`config.mk`:
```
export PLATFORM = sky130hd
export DESIGN_NAME = pulse_gen_arbiter
export DESIGN_NICKNAME = d
export VERILOG_FILES = /design/src/rtl/pulse_gen_arbiter.sv
export SDC_FILE = /design/constraint.sdc
export NUM_CORES = 1
export LEC_CHECK = 0
export ABC_AREA = 1
export BUFFER_PORTS_ARGS = -buffer_cell sky130_fd_sc_hd__clkbuf_2
export CORE_UTILIZATION = 41
export CTS_CLUSTER_SIZE = 24
export DETAILED_ROUTE_END_ITERATION = 12
export PLACE_DENSITY = 0.67
export SLEW_MARGIN = 25
export SYNTH_ARGS = -nofsm -noshare
export SYNTH_HDL_FRONTEND = slang
export SYNTH_SLANG_ARGS = --single-unit
```
`constraint.sdc`:
```
create_clock -name clk -period 2.8 [get_ports clk]
set_input_delay 0.28 -clock clk [delete_from_list [all_inputs] [get_ports clk]]
set_output_delay 0.28 -clock clk [all_outputs]
set_load 0.01 [all_outputs]
```
`src/rtl/pulse_gen_arbiter.sv`:
```
// pulse_gen_arbiter: shares one pulse generator between N_REQ requesters.
// A round-robin arbiter picks one request at a time. The sequencer then drives
// gen_start, follows gen_pulse through its rising and falling edges, and pulses
// ack to the served requester. Nothing runs until the generator reports ready.
// A watchdog bounds the time from the end of start to the rise of the pulse.
//
// Optional feature: define PULSE_ARB_GAP_EN to insert GAP_CYCLES idle cycles
// after every completed or timed-out pulse. When the macro is not defined,
// the GAP state does not exist and GAP_CYCLES has no effect on behaviour.

module pulse_gen_arbiter #(
  parameter int N_REQ          = 4,
  parameter int START_LEN      = 2,
  parameter int TIMEOUT_CYCLES = 32,
  parameter int GAP_CYCLES     = 4,
  localparam int ID_W          = (N_REQ > 1) ? $clog2(N_REQ) : 1
) (
  input  logic             clk,
  input  logic             reset,
  input  logic [N_REQ-1:0] req,
  output logic [N_REQ-1:0] ack,
  input  logic             gen_ready,
  output logic             gen_start,
  input  logic             gen_pulse,
  output logic [ID_W-1:0]  grant_id,
  output logic             busy,
  output logic             err,
  output logic [ID_W-1:0]  err_id
);

  // One counter times START, WAIT_HIGH and GAP. It is sized for the longest
  // of those intervals so that it can hold every terminal value.
  localparam int CNT_MAX_A = (START_LEN > TIMEOUT_CYCLES) ? START_LEN : TIMEOUT_CYCLES;
  localparam int CNT_MAX   = (CNT_MAX_A > GAP_CYCLES) ? CNT_MAX_A : GAP_CYCLES;
  localparam int CNT_W     = $clog2(CNT_MAX + 1);

  localparam logic [CNT_W-1:0] START_LAST   = CNT_W'(START_LEN - 1);
  localparam logic [CNT_W-1:0] TIMEOUT_LAST = CNT_W'(TIMEOUT_CYCLES - 1);
  localparam logic [CNT_W-1:0] CNT_SAT      = {CNT_W{1'b1}};
`ifdef PULSE_ARB_GAP_EN
  localparam logic [CNT_W-1:0] GAP_LAST     = CNT_W'(GAP_CYCLES - 1);
`endif

  typedef enum logic [2:0] {
    ST_WAIT_READY = 3'd0,
    ST_IDLE       = 3'd1,
    ST_START      = 3'd2,
    ST_WAIT_HIGH  = 3'd3,
    ST_WAIT_LOW   = 3'd4,
    ST_DONE       = 3'd5
`ifdef PULSE_ARB_GAP_EN
    , ST_GAP      = 3'd6
`endif
  } state_t;

  state_t            state_q;
  logic [CNT_W-1:0]  cnt_q;
  logic [ID_W-1:0]   rr_last_q;
  logic              rose_q;
  logic [N_REQ-1:0]  ack_q;
  logic              gen_start_q;
  logic [ID_W-1:0]   grant_id_q;
  logic              busy_q;
  logic              err_q;
  logic [ID_W-1:0]   err_id_q;

  // Arbitration result for the current cycle.
  logic              arb_hit_d;
  logic [ID_W-1:0]   arb_idx_d;

  // One-hot vector with the given requester index set.
  function automatic logic [N_REQ-1:0] onehot(input logic [ID_W-1:0] idx);
    logic [N_REQ-1:0] vec;
    vec      = '0;
    vec[idx] = 1'b1;
    return vec;
  endfunction

  // Round-robin pick: first set request after rr_last_q, wrapping modulo N_REQ.
  // The search runs from the farthest candidate towards the nearest one, so the
  // last hit, which is the nearest to rr_last_q, is the one that wins.
  always_comb begin
    arb_hit_d = 1'b0;
    arb_idx_d = rr_last_q;
    for (int i = N_REQ; i >= 1; i--) begin
      int cand;
      cand = int'(rr_last_q) + i;
      if (cand >= N_REQ) begin
        cand = cand - N_REQ;
      end else begin
        cand = cand;
      end
      if (req[cand]) begin
        arb_hit_d = 1'b1;
        arb_idx_d = ID_W'(cand);
      end else begin
        arb_hit_d = arb_hit_d;
      end
    end
  end

  // Sequencer FSM. All outputs are registered in this block.
  always_ff @(posedge clk or posedge reset) begin
    if (reset) begin
      state_q     <= ST_WAIT_READY;
      cnt_q       <= '0;
      rr_last_q   <= ID_W'(N_REQ - 1);
      rose_q      <= 1'b0;
      ack_q       <= '0;
      gen_start_q <= 1'b0;
      grant_id_q  <= '0;
      busy_q      <= 1'b0;
      err_q       <= 1'b0;
      err_id_q    <= '0;
    end else begin
      // ack and err are single-cycle pulses.
      ack_q <= '0;
      err_q <= 1'b0;

      if (!gen_ready && (state_q != ST_WAIT_READY)) begin
        // Generator lost: abandon any pulse in flight. An error is reported only
        // if a pulse was being sequenced; DONE and GAP abort silently.
        if (busy_q) begin
          err_q    <= 1'b1;
          err_id_q <= grant_id_q;
        end
        state_q     <= ST_WAIT_READY;
        gen_start_q <= 1'b0;
        busy_q      <= 1'b0;
        cnt_q       <= '0;
        rose_q      <= 1'b0;
      end else begin
        case (state_q)
          ST_WAIT_READY: begin
            if (gen_ready) begin
              state_q <= ST_IDLE;
            end
          end

          ST_IDLE: begin
            if (arb_hit_d) begin
              grant_id_q  <= arb_idx_d;
              rr_last_q   <= arb_idx_d;
              state_q     <= ST_START;
              gen_start_q <= 1'b1;
              busy_q      <= 1'b1;
              cnt_q       <= '0;
              rose_q      <= 1'b0;
            end
          end

          ST_START: begin
            // Remember a pulse that rises while start is still held high.
            if (gen_pulse) begin
              rose_q <= 1'b1;
            end
            if (cnt_q == START_LAST) begin
              gen_start_q <= 1'b0;
              cnt_q       <= '0;
              if (rose_q || gen_pulse) begin
                state_q <= ST_WAIT_LOW;
              end else begin
                state_q <= ST_WAIT_HIGH;
              end
            end else begin
              cnt_q <= cnt_q + {{(CNT_W-1){1'b0}}, 1'b1};
            end
          end

          ST_WAIT_HIGH: begin
            if (gen_pulse) begin
              state_q <= ST_WAIT_LOW;
            end else if (cnt_q >= TIMEOUT_LAST) begin
              // Watchdog expired: report against this grant and drop it.
              err_q    <= 1'b1;
              err_id_q <= grant_id_q;
              busy_q   <= 1'b0;
              cnt_q    <= '0;
`ifdef PULSE_ARB_GAP_EN
              state_q  <= ST_GAP;
`else
              state_q  <= ST_IDLE;
`endif
            end else if (cnt_q != CNT_SAT) begin
              cnt_q <= cnt_q + {{(CNT_W-1){1'b0}}, 1'b1};
            end
          end

          ST_WAIT_LOW: begin
            // The generator owns the pulse width, so there is no watchdog here.
            if (!gen_pulse) begin
              state_q <= ST_DONE;
              busy_q  <= 1'b0;
            end
          end

          ST_DONE: begin
            ack_q <= onehot(grant_id_q);
            cnt_q <= '0;
`ifdef PULSE_ARB_GAP_EN
            state_q <= ST_GAP;
`else
            state_q <= ST_IDLE;
`endif
          end

`ifdef PULSE_ARB_GAP_EN
          ST_GAP: begin
            // Enforced idle time between pulses; new requests wait here.
            if (cnt_q == GAP_LAST) begin
              cnt_q   <= '0;
              state_q <= ST_IDLE;
            end else begin
              cnt_q <= cnt_q + {{(CNT_W-1){1'b0}}, 1'b1};
            end
          end
`endif

          default: begin
            state_q     <= ST_WAIT_READY;
            gen_start_q <= 1'b0;
            busy_q      <= 1'b0;
            cnt_q       <= '0;
            rose_q      <= 1'b0;
          end
        endcase
      end
    end
  end

  assign ack       = ack_q;
  assign gen_start = gen_start_q;
  assign grant_id  = grant_id_q;
  assign busy      = busy_q;
  assign err       = err_q;
  assign err_id    = err_id_q;

endmodule

```
==> impl_results.md <==
- Status: completed
- Gr ovfl total: 0
- Number of library cell types mapped by synthesis: 32
- Most used DFF post-synth: dfrtp_1
- Syn nets: 243
- F_max: 0.617 GHz
- Worst setup path startpoint: state_q[0]
- Nets@finish: 261
- # IOs: 19
- Slew Limit Fails: 0
- Layout Utilization: 0.476
- Width of the chip: 64.6 um
- FF+latch count, synth: 23
- DP HPWL: 2610 um
- Via density: 4.96
- Antenna fix cells: 0
- IR drop worst, VDD: 0.000454 V
- Number of synthesized flops with an enable pin: 0
- Total GRT Usage: 0.182
- Final WL: 3340 um
- PD cells: 876 nW/um2
- Setup repair after global routing missed its margin: no
- Pin count of the biggest net entering global routing: 24
- Max clock buf depth: 2
- Top cell type by total area after synthesis: dfrtp_1
- Vias in the first global route: 1,322
- Residual DRC count: 0
- Normalized max-slew margin: 0.436
- Number of hold violations in the final report: 0
- Clock Sinks: 23
- Mean post-synth cell area: 6.91 um2
- Clock transition at the registers of the reported paths: 0.09 ns
- Post-CTS Resized: 0
- Cell with the most instances after synthesis: nand2_1
- Post-Synthesis Cells: 233
- CTS buffer count: 3
- Synth top cells by count: nand2_1 (81), inv_1 (28), nand3_1 (26), dfrtp_1 (21), nor2_1 (15)
- Total of warnings raised by yosys: 0
- Die height: 64.6 um
- WHS: 0.155 ns
- Dominant cells by area after synthesis: dfrtp_1 (33%), nand2_1 (19%), nand3_1 (8.1%)
- Layout cell share with drive strength beyond 1: 0.200
- Share of the synthesized area in the top cell type: 0.327
- Area grow syn2layout: 9.88%
- Initial antenna violation count: 0
- Initial drt markers: 69
- Initial Util: 0.433
- Port bufs: 18
- Post-Syn Area: 1610 um2
- Row count: 22
- CP Data Required Time: 2.95 ns
- Hold Buf Count CTS: 0
- FILL cells: 377
- Wl on met1: 1570 um
- Root buffer cell: clkbuf_8
- Via count: 1,478
- Final setup viols: 0
- H-tree depth: 1
- Final period utilization: 0.579
- First-pass DRT Iterations: 4
- Met2 wire len: 1590 um
- CTS tree: built
- RR Startpoint: state_q[0]
- Sum Neg Setup Slack: 0 ns
- Post-CTS setup buffers: 0
- Post-route ant nets: 0
- Sequential fraction of the synthesis area: 0.359
- Crit path DAT: 1.77 ns
- Final Wtd Congestion: 0.873
- WS Path Type: reg -> reg
- Clock latency on the worst-skew pair: 0.26 ns
- CP Launch Type: flip-flop
- Worst Skew: 0.00317 ns
- First-pass GRT wire length: 6000 um
- Least-Margin Pin Slew: 0.846 ns
- Asr flop ratio synth: 1.00
- Minimum clock period: 1.62 ns
- Crit path capture type: flip-flop
- Max_cap viols: 0
- CP Max Fanout: 9
- Leak: 0.00106 uW
- DR WL/cell: 11.2 um
- Core area: 3720 um2
- Top Layer Used: met4
- Hold/Removal Path Class: in -> async
- Met3 routed WL: 129 um
- Die area: 4180 um2
==> cell usage in the layout, fill, tap and decap left out, drive strengths merged <==
cell      synthesis  routed
nand2            88      88
inv              33      33
nand3            29      29
dfrtp            21      21
clkbuf            0      21
nor2             21      21
o21ai            11      11
nand4             6       6
a21oi             5       5
nor3              2       2
nor4              2       2
nand3b            2       2
ha                2       2
dfstp             2       2
or2               2       2
clkinv            1       1
xor2              1       1
clkinvlp          0       1
==> cell type report <==
class,count,area (um2),area share
Multi-Input combinational cell,171,856,0.484
Sequential cell,23,578,0.327
Inverter,34,135,0.0764
Timing Repair Buffer,18,90.1,0.0510
Tap cell,48,60.1,0.0340
Clock buffer,3,41.3,0.0234
Clock inverter,1,7.51,0.00425
==> metal layers <==
metal | global-route usage | up-vias
li1 | - | 768
met1 | 0.234 | 676
met2 | 0.304 | 30
met3 | 0.0352 | 4
met4 | 0.0583 | 0
met5 | 0 | -
==> worst max-delay path: stages, from the launching register on <==
cell     delay [ns]
dfrtp_1        0.57
inv_2          0.13
o21ai_0        0.26
o21ai_0        0.20
nand2_2        0.11
nand2_2        0.06
o21ai_1        0.11
nand2_1        0.06
==> per-stage QoR <==
step                      power (uW)  instances  setup slack (ns)  instance area, um2
after global routing            1710        298              1.04                1770
after floorplan                 1190        233              1.44                1610
after detailed placement        1340        294              1.25                1720
after CTS                       1550        298              1.22                1770
after global placement          1330        294              1.26                1720
final                           1550        298              1.18                1770
==> sequential cells by signal (all words and copies together), names as in the netlist <==
register	cells
cnt_q	6
ack	4
state_q	3
err_id	2
grant_id	2
rr_last_q	2
busy	1
err	1
gen_start	1
rose_q	1
==> worst paths after layout <==
kind                       cells past startpoint         end  slack (ns)
setup / recovery                               7   gen_start        1.18
hold / removal                                 2    cnt_q[1]        0.16
setup reg to reg                               7   gen_start        1.18
hold reg to reg                                2   gen_start        0.51
max in group asynchronous                      2      ack[3]        2.13
min in group clk                               3  state_q[2]        0.39
==> report_power, final <==
group / internal [uW] / switching (uW)
clock network: 101 / 110
registers: 425 / 115
logic: 270 / 528
==> cell families (layout without fill, tap and decap cells) <==
logic type,count (synthesis),after routing,synth area share
simple gates,152,152,0.454
compound gates,16,16,0.0568
fa+ha+maj,2,2,0.0155
buf+inv,39,56,0.109
xor+xnor,1,1,0.00544
flops,23,23,0.359
(Power assumes the default switching activity.)
